<file path="src/rtl/sd_rx_pkg.sv">
// Shared types and CRC16 helpers for the SD DAT0 receive path.
// Also intended for the future transmit path.
package sd_rx_pkg;

  typedef enum logic [2:0] {IDLE, WAIT, DATA, CRC, END, DONE} state_t;

  localparam logic [15:0] CRC16_POLY = 16'h1021;
  localparam logic [15:0] CRC16_INIT = 16'h0000;

  // One serial step of CRC16-CCITT with the feedback bit folded into the polynomial.
  function automatic logic [15:0] crc16_step(input logic [15:0] crc, input logic d);
    logic inv;
    inv = d ^ crc[15];
    return {crc[14:0], 1'b0} ^ (inv ? CRC16_POLY : 16'h0000);
  endfunction

endpackage

</file>
<file path="src/rtl/sd_crc16_lfsr.sv">
// Serial CRC16 (x^16+x^12+x^5+1) generator.
// Advances one bit per enabled cycle; clr restarts from the initial value.
module sd_crc16_lfsr
  import sd_rx_pkg::*;
(
  input  logic        clk,
  input  logic        rst,
  input  logic        clr,
  input  logic        en,
  input  logic        din,
  output logic [15:0] crc
);

  always_ff @(posedge clk) begin
    if (rst)
      crc <= 16'h0000;
    else if (clr)
      crc <= CRC16_INIT;
    else if (en)
      crc <= crc16_step(crc, din);
  end

endmodule

</file>
<file path="src/rtl/sd_data_crc_rx.sv">
// SD DAT0 single-bit block receiver: start-bit hunt, MSB-first byte deserialiser,
// CRC16 over the data, capture of the trailing CRC and end-bit check.
module sd_data_crc_rx
  import sd_rx_pkg::*;
#(
  parameter int LEN_W = 10,
  parameter int TO_W  = 16
) (
  input  logic             clk,
  input  logic             rst,
  input  logic             bit_en,
  input  logic             dat_in,
  input  logic             start,
  input  logic             abort,
  input  logic [LEN_W-1:0] blk_len,
  input  logic [TO_W-1:0]  to_limit,
  output logic [7:0]       byte_out,
  output logic             byte_valid,
  output logic             busy,
  output logic             done,
  output logic             crc_ok,
  output logic             end_ok,
  output logic             timeout,
  output logic [15:0]      crc_calc,
  output logic [15:0]      crc_rx
);

  state_t           state;
  logic [LEN_W-1:0] len_q;
  logic [LEN_W-1:0] byte_cnt;
  logic [TO_W-1:0]  to_lim_q;
  logic [TO_W-1:0]  to_cnt;
  logic [2:0]       bit_cnt;
  logic [3:0]       crc_cnt;
  logic [6:0]       shreg;
  logic             lfsr_clr;
  logic             lfsr_en;
  logic [TO_W:0]    to_next;
  logic             to_hit;

  assign lfsr_clr = (state == IDLE) && start && !abort;
  assign lfsr_en  = (state == DATA) && bit_en && !abort;
  assign busy     = (state != IDLE);

  // A zero limit times out on the very first idle-high strobe.
  assign to_next = {1'b0, to_cnt} + (TO_W+1)'(1);
  assign to_hit  = (to_lim_q == '0) || (to_next == {1'b0, to_lim_q});

  sd_crc16_lfsr u_lfsr (
    .clk (clk),
    .rst (rst),
    .clr (lfsr_clr),
    .en  (lfsr_en),
    .din (dat_in),
    .crc (crc_calc)
  );

  always_ff @(posedge clk) begin
    if (rst) begin
      state      <= IDLE;
      len_q      <= '0;
      byte_cnt   <= '0;
      to_lim_q   <= '0;
      to_cnt     <= '0;
      bit_cnt    <= '0;
      crc_cnt    <= '0;
      shreg      <= '0;
      byte_out   <= '0;
      byte_valid <= 1'b0;
      done       <= 1'b0;
      crc_ok     <= 1'b0;
      end_ok     <= 1'b0;
      timeout    <= 1'b0;
      crc_rx     <= '0;
    end else begin
      byte_valid <= 1'b0;
      done       <= 1'b0;
      if (abort) begin
        state <= IDLE;
      end else begin
        case (state)
          IDLE: begin
            if (start) begin
              state    <= WAIT;
              len_q    <= blk_len;
              to_lim_q <= to_limit;
              to_cnt   <= '0;
              byte_cnt <= '0;
              bit_cnt  <= '0;
              crc_cnt  <= '0;
              crc_rx   <= '0;
              crc_ok   <= 1'b0;
              end_ok   <= 1'b0;
              timeout  <= 1'b0;
            end
          end
          WAIT: begin
            if (bit_en) begin
              if (!dat_in) begin
                state <= (len_q == '0) ? CRC : DATA;
              end else if (to_hit) begin
                state   <= DONE;
                timeout <= 1'b1;
                done    <= 1'b1;
              end else begin
                to_cnt <= to_cnt + TO_W'(1);
              end
            end
          end
          DATA: begin
            if (bit_en) begin
              shreg   <= {shreg[5:0], dat_in};
              bit_cnt <= bit_cnt + 3'd1;
              if (bit_cnt == 3'd7) begin
                byte_out   <= {shreg, dat_in};
                byte_valid <= 1'b1;
                if (byte_cnt == len_q - LEN_W'(1))
                  state <= CRC;
                else
                  byte_cnt <= byte_cnt + LEN_W'(1);
              end
            end
          end
          CRC: begin
            if (bit_en) begin
              crc_rx  <= {crc_rx[14:0], dat_in};
              crc_cnt <= crc_cnt + 4'd1;
              if (crc_cnt == 4'd15)
                state <= END;
            end
          end
          END: begin
            if (bit_en) begin
              end_ok <= dat_in;
              crc_ok <= (crc_rx == crc_calc);
              done   <= 1'b1;
              state  <= DONE;
            end
          end
          DONE: state <= IDLE;
          default: state <= IDLE;
        endcase
      end
    end
  end

endmodule
</file>
<file path="config.mk">
export PLATFORM = sky130hd
export DESIGN_NAME = sd_data_crc_rx
export DESIGN_NICKNAME = d
export VERILOG_FILES = /design/src/rtl/sd_rx_pkg.sv /design/src/rtl/sd_crc16_lfsr.sv /design/src/rtl/sd_data_crc_rx.sv
export SDC_FILE = /design/constraint.sdc
export NUM_CORES = 1
export LEC_CHECK = 0
export ABC_AREA = 1
export CORE_MARGIN = 4
export CORE_UTILIZATION = 55
export CTS_CLUSTER_DIAMETER = 50
export CTS_CLUSTER_SIZE = 24
export DETAILED_ROUTE_END_ITERATION = 12
export PLACE_DENSITY = 0.91
export SETUP_SLACK_MARGIN = 0.5
export SLEW_MARGIN = 30
export SYNTH_ARGS = -nofsm -noshare
export SYNTH_HDL_FRONTEND = slang
export SYNTH_HIERARCHICAL = 1
export SYNTH_SLANG_ARGS = --single-unit
export TNS_END_PERCENT = 5
</file>
<file path="constraint.sdc">
create_clock -name clk -period 6.3 [get_ports clk]
set_input_delay 1.575 -clock clk [delete_from_list [all_inputs] [get_ports clk]]
set_output_delay 1.575 -clock clk [all_outputs]
set_load 0.02 [all_outputs]
</file>
==> out/results.ini <==
[run_status]
status = completed

[pwr]
ir_worst_vdd_mv = 0.195
comb_power_share_pct = 27.3
clock_power_share_pct = 37.9
p_leak_nw = 3.02
power.total_mw = 2.60
intPower_mw = 1.69
seq_power_share_pct = 34.8
cellPowerDensity_nw_per_um2 = 350
power.switching_uw = 912
p_sw_share_pct = 35.1

[critical_path]
rrSetupSlack_ns = 3.69
critPathKind = reg2out
arrival_ns = 2.04
cp_cell_sequence = nor2_1, inv_1, nor2_1, inv_1, clkdlybuf4s50_1
max_stage_delay_ns = 0.57
r2r_cells = 17
reg2reg_to = byte_cnt[4]$_SDFFE_PP0P_
start_kind = flip-flop
critPathSlowestCell = clkdlybuf4s50_1
worstPathMaxFanout = 4
reg2reg_from = state[2]$_SDFFE_PP0P_
cp-end-kind = output port
worst_ep_required_time_ns = 4.72

[synth]
synthMuxAreaShare_pct = 0
synthTopCellsByArea = dfxtp_1 38%, nand2_1 12%, nor2_1 8.3%, nand3_1 6.4%, a21oi_1 4.8%
synth_compound_area_share_pct = 12.8
synth_xor_area_share_pct = 4.87
synthDistinctLibCells = 41
syn_area_um2 = 6010
synth_area_per_cell_um2 = 6.86
synth_top_family_by_area = simple AND/OR/NAND/NOR gates
ys_seq_elements = 114
netlist_instances = 877
synthesis.nets = 916
yosys.area.top_type = dfxtp_1
synth_top_area_share_pct = 38.0
synth-edff-count = 0
yosys.area_share.simple_pct = 34.8
async_flop_share_pct = 0
yosysSeqAreaShare_pct = 38.0
synth_warnings = 6
synth-adder-area-share_pct = 1.46
synth_top_flop_cell = dfxtp_1

[route]
drt-vias-per-instance = 5.67
drcViolationCount = 0
drt-pass1-iter-count = 7
antenna_left = 0
wire_per_inst_um = 15.2
first_iter_violations = 654
vias = 6217
drt-total-wl_mm = 16.7

[timing]
fin_crit_sh_pct = 57.3
final_max_slew_viol_count = 0
finClkSkew_ns = 0.00765
setup_viol = 0
finalCriticalPeriod_ns = 3.61
rsz0062_at_grt = false
worst_pin_slew_ns = 0.881
fin_tns_setup_ns = 0
timing.fmax_mhz = 277
relSlewSlack_pct = 41.2
final_hold_viol_count = 0
worst_slack_ns = 2.69

[global_routing]
grt.total_usage_pct = 26.4
grt_start_max_net_pins = 62
grt_pass1_wl_mm = 27.5
grt_remaining_overflow = 0
grt_pass1_vias = 5877
antenna_found_initial = 0

[placed_design]
post-dp-hpwl_mm = 10.8
placed_cells = 1065
place_area_um2 = 6830
place.gp.congestion = 0.921
pre_cts_ws_ns = 2.48
io_buffers = 77

[clocking]
clk_path_buf_depth = 2
clk_pin_slew_ns = 0.06
postCtsSetupBuffers = 0
cts_sinks = 114
cts_resized = 0
numCtsBuffers = 17
hold_buffers = 0
clk_latency_ns = 0.53
cts_root_buffer = clkbuf_8
h-tree-depth = 4
cts_tree = yes

[floorplan]
start_util_pct = 57.5
die_w_um = 113
rows = 37
coreArea_um2 = 10500
die_h_um = 113
io_pins = 78
die-area_um2 = 12700

[finish]
syn2layout_area_growth_pct = 23.6
final_layout_size_suffix_gt1_share_pct = 7.91
postLayoutCellArea_um2 = 7430
fin_nets = 987
fillers = 815
fin_cells = 1097
antenna_cells = 0
final_cell_mix = 191 x nand2_1, 133 x nor2_1, 114 x dfxtp_1
final_common_cell = nand2_1

[hold_path]
holdCritPathClass = reg2reg
hold_depth = 2
min-delay-start = shreg[4]$_SDFFE_PP0P_
min_to = byte_out[5]$_SDFFE_PP0P_

[flow_run]
maxCapViolCount = 0

through the flow:
step | util (%) | hold WS, ns
after floorplan | - | 0.433
after global placement | 65.3 | 0.451
after detailed placement | 65.3 | 0.458
after CTS | 71.0 | 0.471
after global routing | 71.0 | 0.489
final | 71.0 | 0.469
critical path, delay by kind of cell, from the launching register on:
kind                   cells  cell delay, ns
buffers and inverters      3            0.80
flip-flops                 1            0.33
AND/OR/NAND/NOR            2            0.36
synthesized netlist by cell type (2+ instances only):
master	n
xor2_1	14
ha_1	7
xnor2_1	14
buf_6	6
a21oi_1	58
inv_2	5
nand2_1	191
o21ai_1	3
nor2_2	7
xor3_1	2
buf_2	6
nor2_1	133
or2_2	3
and3_1	2
dfxtp_1	114
nor4_1	7
o21bai_1	2
inv_1	74
a21oi_2	10
clkbuf_1	17
nand3_1	77
nand2_2	5
a211oi_1	12
nor3_1	18
nand4_1	18
nor3b_1	3
nor2_4	4
nand3b_1	3
clkinv_1	3
o21ai_0	48
layer usage:
layer / routed length (um) / track usage, % / vias up
li1: - / - / 3016
met1: 7140 / 33.2 / 2823
met2: 7800 / 43.7 / 302
met3: 1140 / 5.98 / 76
met4: 566 / 10.6 / 0
met5: 0 / 0 / -
sequential cells by signal, indices dropped and copies added (netlist names), 3 cells and up:
register and count:
crc_cnt 4, bit_cnt 3, state 3, u_lfsr/crc 16, to_cnt 16, len_q 10, byte_out 8, crc_rx 16
to_lim_q 16, shreg 7, byte_cnt 10
cell type report:
type	instances	area (um2)	share of cell area, %
clock buffers	18	418	5.62
clock inverters	14	183	2.46
inverters	83	319	4.29
multi-input cells	650	3250	43.8
flip-flops and latches	114	2280	30.7
well taps	136	170	2.29
repair buffers	82	808	10.9
kinds of logic after synthesis:
family                   Yosys count
AND/OR/NAND/NOR                  476
AO/OA/AOI/OAI                    137
XOR/XNOR                          30
buffers and inverters            113
adder cells (fa/ha/maj)            7
flip-flops                       114
worst max-delay path by stage:
stage                                from                       end  slack (ns)  cells after the start
global route        state[2]$_SDFFE_PP0P_                      busy        2.62                      5
CTS                 state[2]$_SDFFE_PP0P_                      busy        2.75                      5
global placement                   bit_en   crc_cnt[2]$_SDFFE_PP0P_        2.62                      7
finish              state[2]$_SDFFE_PP0P_                      busy        2.69                      5
detailed placement                 bit_en   crc_cnt[2]$_SDFFE_PP0P_        2.48                      7
floorplan                           start  byte_cnt[8]$_SDFFE_PP0P_        3.54                     12
power by group through the flow:
stage / registers (mW) / logic [mW] / clock network [mW]
after floorplan: 0.915 / 0.493 / 0
after global placement: 0.912 / 0.669 / 0
after detailed placement: 0.914 / 0.688 / 0
after CTS: 0.903 / 0.702 / 0.986
after global routing: 0.917 / 0.795 / 1.02
final: 0.906 / 0.710 / 0.986
Note: power is estimated with default switching activity, not from simulation.
